[config.mk]
export PLATFORM = sky130hd
export DESIGN_NAME = fetch_stage
export DESIGN_NICKNAME = d
export VERILOG_FILES = /design/src/rtl/legv8_pkg.sv /design/src/rtl/fetch_stage_pc_register.sv /design/src/rtl/fetch_stage.sv
export SDC_FILE = /design/constraint.sdc
export NUM_CORES = 1
export LEC_CHECK = 0
export CELL_PAD_IN_SITES_DETAIL_PLACEMENT = 1
export CELL_PAD_IN_SITES_GLOBAL_PLACEMENT = 1
export CORE_AREA = 3 3 177 179
export DETAILED_ROUTE_END_ITERATION = 12
export DIE_AREA = 0 0 180 182
export DONT_BUFFER_PORTS = 1
export GPL_TIMING_DRIVEN = 0
export PLACE_DENSITY = 0.6
export SLEW_MARGIN = 20
export SYNTH_ARGS = -nofsm -noshare
export SYNTH_HDL_FRONTEND = slang
export SYNTH_SLANG_ARGS = --single-unit
[constraint.sdc]
create_clock -name clk -period 2.45 [get_ports clk]
set_input_delay 0.245 -clock clk [delete_from_list [all_inputs] [get_ports clk]]
set_output_delay 0.245 -clock clk [all_outputs]
set_load 0.1 [all_outputs]
[src/rtl/legv8_pkg.sv]
// Shared LEGv8 constants and the fetch-stage state encoding.
package legv8_pkg;

    localparam int INSTR_W  = 32;
    localparam int OPCODE_W = 11;

    localparam logic [INSTR_W-1:0] HALT_WORD = 32'h0;

    typedef enum logic [1:0] {
        FS_BOOT,
        FS_RUN,
        FS_HALT
    } fetch_state_t;

endpackage

[src/rtl/fetch_stage_pc_register.sv]
// N-bit program-counter register with load enable and a configurable reset value.
module pc_register #(
    parameter int          N         = 64,
    parameter logic [N-1:0] RESET_VAL = '0
) (
    input  logic         clk,
    input  logic         reset_n,
    input  logic         en,
    input  logic [N-1:0] d,
    output logic [N-1:0] q
);

    always_ff @(posedge clk or negedge reset_n) begin
        if (!reset_n) begin
            q <= RESET_VAL;
        end else if (en) begin
            q <= d;
        end
    end

endmodule

[src/rtl/fetch_stage.sv]
// LEGv8 instruction fetch with IF/ID register: stall, branch redirect and, with
// FETCH_HALT_EN defined, a halt on the all-zero instruction word.
module fetch_stage
    import legv8_pkg::*;
#(
    parameter int          N        = 64,
    parameter int          IMEM_AW  = 6,
    parameter logic [N-1:0] RESET_PC = '0
) (
    input  logic               clk,
    input  logic               reset_n,
    input  logic               stall_i,
    input  logic               branch_taken_i,
    input  logic [N-1:0]       branch_target_i,
    output logic [IMEM_AW-1:0] imem_addr_o,
    input  logic [INSTR_W-1:0] imem_rdata_i,
    output logic [INSTR_W-1:0] instr_o,
    output logic [N-1:0]       pc_o,
    output logic               valid_o,
    output logic               halted_o
);

    fetch_state_t state_q, state_d;

    logic [N-1:0]       pc_q, pc_d;
    logic               pc_en;
    logic [N-1:0]       req_pc_q, req_pc_d;
    logic               req_valid_q, req_valid_d;
    logic [INSTR_W-1:0] instr_d;
    logic [N-1:0]       pc_out_d;
    logic               valid_d;
    logic [N-1:0]       target_aligned;
    logic               halt_hit;

    pc_register #(
        .N         (N),
        .RESET_VAL (RESET_PC)
    ) u_pc (
        .clk     (clk),
        .reset_n (reset_n),
        .en      (pc_en),
        .d       (pc_d),
        .q       (pc_q)
    );

    // Low two bits of a byte target are dropped: instructions are word aligned.
    assign target_aligned = branch_target_i & ~{{(N-2){1'b0}}, 2'b11};

    // A stall re-reads the outstanding request so the returned word stays valid.
    assign imem_addr_o = stall_i ? req_pc_q[IMEM_AW+1:2] : pc_q[IMEM_AW+1:2];

`ifdef FETCH_HALT_EN
    assign halt_hit = req_valid_q && (imem_rdata_i == HALT_WORD);
    assign halted_o = (state_q == FS_HALT);
`else
    assign halt_hit = 1'b0;
    assign halted_o = 1'b0;
`endif

    always_comb begin
        state_d     = state_q;
        pc_en       = 1'b0;
        pc_d        = pc_q;
        req_pc_d    = req_pc_q;
        req_valid_d = req_valid_q;
        instr_d     = instr_o;
        pc_out_d    = pc_o;
        valid_d     = valid_o;

        case (state_q)
            FS_BOOT: begin
                pc_en       = 1'b1;
                pc_d        = pc_q + N'(4);
                req_pc_d    = pc_q;
                req_valid_d = 1'b1;
                state_d     = FS_RUN;
            end
            FS_RUN: begin
                if (branch_taken_i) begin
                    pc_en       = 1'b1;
                    pc_d        = target_aligned;
                    req_valid_d = 1'b0;
                    valid_d     = 1'b0;
                end else if (!stall_i) begin
                    instr_d  = imem_rdata_i;
                    pc_out_d = req_pc_q;
                    if (halt_hit) begin
                        // Halt word is captured but never presented as valid; fetch freezes.
                        valid_d = 1'b0;
                        state_d = FS_HALT;
                    end else begin
                        valid_d     = req_valid_q;
                        pc_en       = 1'b1;
                        pc_d        = pc_q + N'(4);
                        req_pc_d    = pc_q;
                        req_valid_d = 1'b1;
                    end
                end
            end
            FS_HALT: begin
                valid_d = 1'b0;
            end
            default: begin
                state_d = FS_BOOT;
            end
        endcase
    end

    always_ff @(posedge clk or negedge reset_n) begin
        if (!reset_n) begin
            state_q     <= FS_BOOT;
            req_pc_q    <= '0;
            req_valid_q <= 1'b0;
            instr_o     <= '0;
            pc_o        <= '0;
            valid_o     <= 1'b0;
        end else begin
            state_q     <= state_d;
            req_pc_q    <= req_pc_d;
            req_valid_q <= req_valid_d;
            instr_o     <= instr_d;
            pc_o        <= pc_out_d;
            valid_o     <= valid_d;
        end
    end

endmodule
After elaboration in Yosys (flattened, before gate mapping):

Index checks and enable logic that the tools add are counted.

* register bits after elaboration: 228
* input port bits: 100
* output and inout bits: 104
* logic and storage cells: 41

* add/sub/neg operators: 1
* eq/ne operators: 5
* multiplexer cells: 17
* bitwise gates (word level): 2
* reductions and logical operators: 9

Operators with widths (number)
* 64-bit two-way mux: 4
* 64-bit one-hot mux with 2 select lines: 2
* 64-bit by 3-bit adder with 64-bit output, second input constant: 1
* 3-bit AND reduction: 3
* 1-bit two-way mux: 6
* 6-bit two-way mux: 1
* 1-bit one-hot mux with 2 select lines: 3
* 2-bit inequality test, second input constant: 2
* 2-bit one-hot mux with 2 select lines: 1
* 2-bit AND reduction: 2
* 2-bit nonzero test: 2
* 3-bit inequality test, second input constant: 1
* 2-bit by 1-bit equality test with 1-bit output, second input constant: 1
* 2-bit equality test, second input constant: 1
* 2-bit zero test: 1
* 1-bit NOT: 2
* 2-bit OR reduction: 1

Longest topological paths before layout:

* depth after elaboration: 4
* depth in mapped cells: 8
* depth with buffers taken out: 7

By module:

Synthesis repeated with hierarchy kept, for this count alone.

* cells, all modules: 1134
* area, all modules: 11925.2 um^2

By module, submodules not included
* fetch_stage: times used 1, cells an instance 999, area an instance 9246.4 um^2
* pc_register: times used 1, cells an instance 135, area an instance 2678.8 um^2

Worst setup path before layout:

No wires, ideal clock.

* kind: reg2reg
* start: register u_pc.q[3]
* end: register u_pc.q[44]
* setup time: 124 ps
* data arrival time: 2103 ps
* required time: 2326 ps
* path slack: 223 ps
* stages on the path, launching flop included: 8
* path buffers: 0
* clock period less this slack: 2227 ps
* path through: dfrtp_1 ha_1 nand3_1 or2_2 or4_4 nor3_1 a31oi_1 a21boi_1

* cells in the longest elaborated chain, start to end: 4

RTL lines
* start: declaration: RTL line fetch_stage_pc_register.sv:10 `output logic [N-1:0] q`
* start signal: assignment: RTL line fetch_stage_pc_register.sv:15 `q <= RESET_VAL;`
* start signal: assignment: RTL line fetch_stage_pc_register.sv:17 `q <= d;`
* 64-bit by 3-bit adder with 64-bit output (*): RTL line fetch_stage.sv:73, fetch_stage.sv:94
* 64-bit two-way mux: RTL line fetch_stage.sv:84 `end else if (!stall_i) begin`
* 64-bit two-way mux: RTL line fetch_stage.sv:79 `if (branch_taken_i) begin`
* 64-bit one-hot mux with 2 select lines (*): RTL line fetch_stage.sv:70 `case (state_q)`

Every way passes the cells marked *; elsewhere a longest branch is shown, timed or not. The select of a mux whose other input is x is not followed.
A chain may end at the register's enable or synchronous reset.

Worst setup path after layout:

* start: register u_pc.q[11]
* end: register u_pc.q[57]

Same word-level chain as after synthesis.

==> key figures <==
Critical path
  • RR Endpoint: u_pc.q[57]
  • Setup Crit Path Kind: reg2reg
  • CP arrival: 2.80 ns
  • Worst r2r path cells: 9
  • Worst Path Max Fanout: 5
  • Critical Path RT: 2.82 ns
  • RR Startpoint: u_pc.q[11]
  • Crit. End Element: register
  • Worst Setup Start Kind: register
  • Setup slack, reg-to-reg: 0.02 ns
  • Worst Setup SP: u_pc.q[11]
  • Critical path endpoint: u_pc.q[57]

Global route
  • Met3 usage: 0.04788
  • Grt met1 use: 0.3253
  • GR peak layer: met2
  • Initial antenna violation count: 2
  • GRT Util Overall: 0.2332
  • Met2 usage in global routing: 0.3628
  • Grt ovf: 0
  • Pin count of the biggest net entering global routing: 222
  • First-pass GRT wire length: 59630 µm
  • Via count of the first global-routing pass: between 9000 and 10000

Logic synthesis
  • Post-synthesis sequential area ratio: 0.5298
  • Dominant cells by area after synthesis: dfrtp_1 (53%), mux2_2 (11%), nand2_1 (8.7%)
  • Top cell type by total area after synthesis: dfrtp_1
  • Number of warning messages in the yosys log: 0
  • Fraction of registers with async set/reset: 1.000
  • Mapped Area: 10440 µm²
  • EDFF count, synth: 0
  • Share of Yosys cell area claimed by the top area cell type: 0.5298
  • Distinct cell type count after synthesis: 66
  • Synth Instances: between 1000 and 1500
  • Synth Flop Type: dfrtp_1
  • Yosys reg bits: 221
  • Avg Cell Area, Syn: 9.893 µm²

Timing
  • Fin Clk Skew: 0.01356 ns
  • Slew headroom: 0.3557
  • Final min period: 2.431 ns
  • RSZ-0062 raised after global routing: true
  • Final setup fails: 0
  • Hold Worst Slack: -0.5829 ns
  • Final Max Tran Viols: 0
  • Final hold violation count: 221
  • Worst-margin pin slew: 0.9664 ns
  • Setup_tns: 0 ns
  • Period utilization: 0.9923
  • Max Freq: around 410 MHz

Finish
  • Commonest non-fill, non-tap cell in the layout: nand2_1
  • Area grow syn2layout: 27.34%
  • Multi-input gate area: around 5000 µm²
  • Fin nets: 1296
  • Non-Filler Instances: 1604
  • Layout cells sized above 1: 0.2209
  • Filler cells: 3317
  • Register Area: 5542 µm²
  • Most frequent cells in the layout: nand2_1 (240), dfrtp_1 (212), mux2_2 (100)
  • Cell area after layout: 13290 µm²

Drt
  • DR vias/cell: 5.592
  • Final wirelength: ~39000 µm
  • Drt first pass iters: 7
  • First DRT Iteration DRCs: 639
  • Wire per inst: about 24 µm
  • DRC viols: 0
  • Post-DRT Antenna Nets: 0
  • DR vias: 8970

Place
  • Placed Area: 10930 µm²
  • DP Cell Count: around 1400
  • Buffers added on ports: 0
  • Hpwl dp: 26630 µm
  • Final estimated routing congestion in global placement: 0.9257

Run
  • Max_cap viols: 0

Status
  • Violated checks: negative hold slack
  • Outcome: complete, but fails checks

Clocking
  • Sink Count: 221
  • # H-tree levels: 1
  • Clock Pin Slew Worst Setup and Hold Paths: 0.06 ns
  • Root Buffer: clkbuf_16
  • Clk buf depth: 3
  • Clock latency on the worst-skew pair: 0.53 ns
  • CTS Buf Count: 27
  • CTS Hold Bufs: 87
  • CTS tree: yes

Floorplanning
  • Initial Util: 0.3512
  • Num rows: 63
  • Die Ht: 182 µm
  • Die area: 32760 µm²
  • Die W: 180 µm
  • IO Count: 204
  • Core ar.: 29720 µm²

Power
  • Tot Pwr: 14.30 mW
  • Max VDD drop: 477.7 µV
  • Pleak: approximately 5.6 nW
  • Power Density: around 1100 nW/µm²

Min path
  • Min-Delay Path Class: in2async
==> through the flow <==
| step | setup WS [ns] | util |
|---|---|---|
| after floorplan | 0.2230 | - |
| after global placement | -1.308 | 0.3679 |
| after detailed placement | -1.368 | 0.3679 |
| after CTS | -0.02033 | 0.4359 |
| after global routing | -0.05629 | 0.4472 |
| final | 0.01890 | 0.4473 |
==> flip-flops by register name, indices dropped and copies added, names as in the netlist <==
signal	count
instr_o	32
req_pc_q	62
pc_o	62
state_q	1
valid_o	1
req_valid_q	1
u_pc.q	62
==> routing by layer <==
| metal | routed length (µm) | vias up | share of wire |
|---|---|---|---|
| met5 | 12 | - | 0.00031 |
| met4 | 1195 | 2 | 0.031 |
| met3 | 2549 | 78 | 0.065 |
| met2 | 17620 | 278 | 0.45 |
| met1 | 17800 | 4554 | 0.45 |
| li1 | - | 4058 | - |
==> synthesized netlist by cell type, drive strengths merged (2+ instances only) <==
cell,instances
nand4,22
or4,3
mux2,100
a31o,2
and4,8
a21oi,30
o311ai,4
o221ai,2
nor3,24
or3,7
o32ai,4
o211ai,5
buf,18
conb,2
clkbuf,52
a22oi,8
o22a,3
a31oi,9
mux2i,8
or2,2
a221oi,2
o21ai,28
dfrtp,221
o31a,2
o22ai,24
a32oi,3
o2bb2ai,5
a41oi,5
a221o,2
a311oi,5
inv,14
o221a,3
nor4,24
nor2,69
and3,11
o21a,2
and2,5
a211oi,9
nand2,243
nor2b,2
a21o,3
xnor2,4
nand3,44
==> cells by family after synthesis <==
group | after synthesis | share of synthesized area
adders and majority gates | 1 | 0.001199
muxes | 108 | 0.1156
AOI/OAI and AO/OA | 166 | 0.1086
xor gates and xnor gates | 5 | 0.004195
and+or+nand+nor | 467 | 0.2069
buffers and inverters | 85 | 0.03296
DFF | 221 | 0.5298
other | 2 | 0.0007195
==> how the worst min path moves through the flow <==
stage	depth (start not counted)	to	slack [ns]
3_5_place_dp	0	instr_o[20]	-0.05
4_1_cts	0	instr_o[7]	-0.60
5_1_grt	0	u_pc.q[39]	-0.61
3_3_place_gp	0	instr_o[15]	-0.05
2_1_floorplan	0	instr_o[0]	-0.05
6_report	0	instr_o[20]	-0.58
==> worst max-delay path, cell delays in order, from the launching register on <==
cell and delay (ns):
dfrtp_2 0.42, nand4_4 0.15, buf_12 0.16, buf_12 0.12, buf_4 0.13, nor4_4 0.34
nand4_1 0.25, or3_1 0.40, o211ai_1 0.18, o211ai_1 0.11
==> power breakdown <==
group / switching [mW] / total [mW] / internal, mW
registers: 3.77 / 8.11 / 4.34
clock network: 1.59 / 4.02 / 2.43
logic: 1.28 / 2.17 / 0.888
==> repair_timing <==
item | CTS | global route
buffers inserted | 10 | 13
endpoints found under the hold margin | 308 | 221
setup endpoints to repair | 184 | 69
pin swaps | 5 | 11
resized for setup | 57 | 56
==> final cells by class <==
| class | count | area share |
|---|---|---|
| flip-flops and latches | 221 | 0.4169 |
| multi-input cells | 751 | 0.3687 |
| repair buffers | 110 | 0.08067 |
| clock buffers | 37 | 0.05893 |
| well taps | 390 | 0.03671 |
| plain buffers | 69 | 0.02551 |
| clock inverters | 10 | 0.008096 |
| inverters | 15 | 0.004236 |
| diodes | 1 | 0.0001883 |
Note: power is estimated with default switching activity, not from simulation.
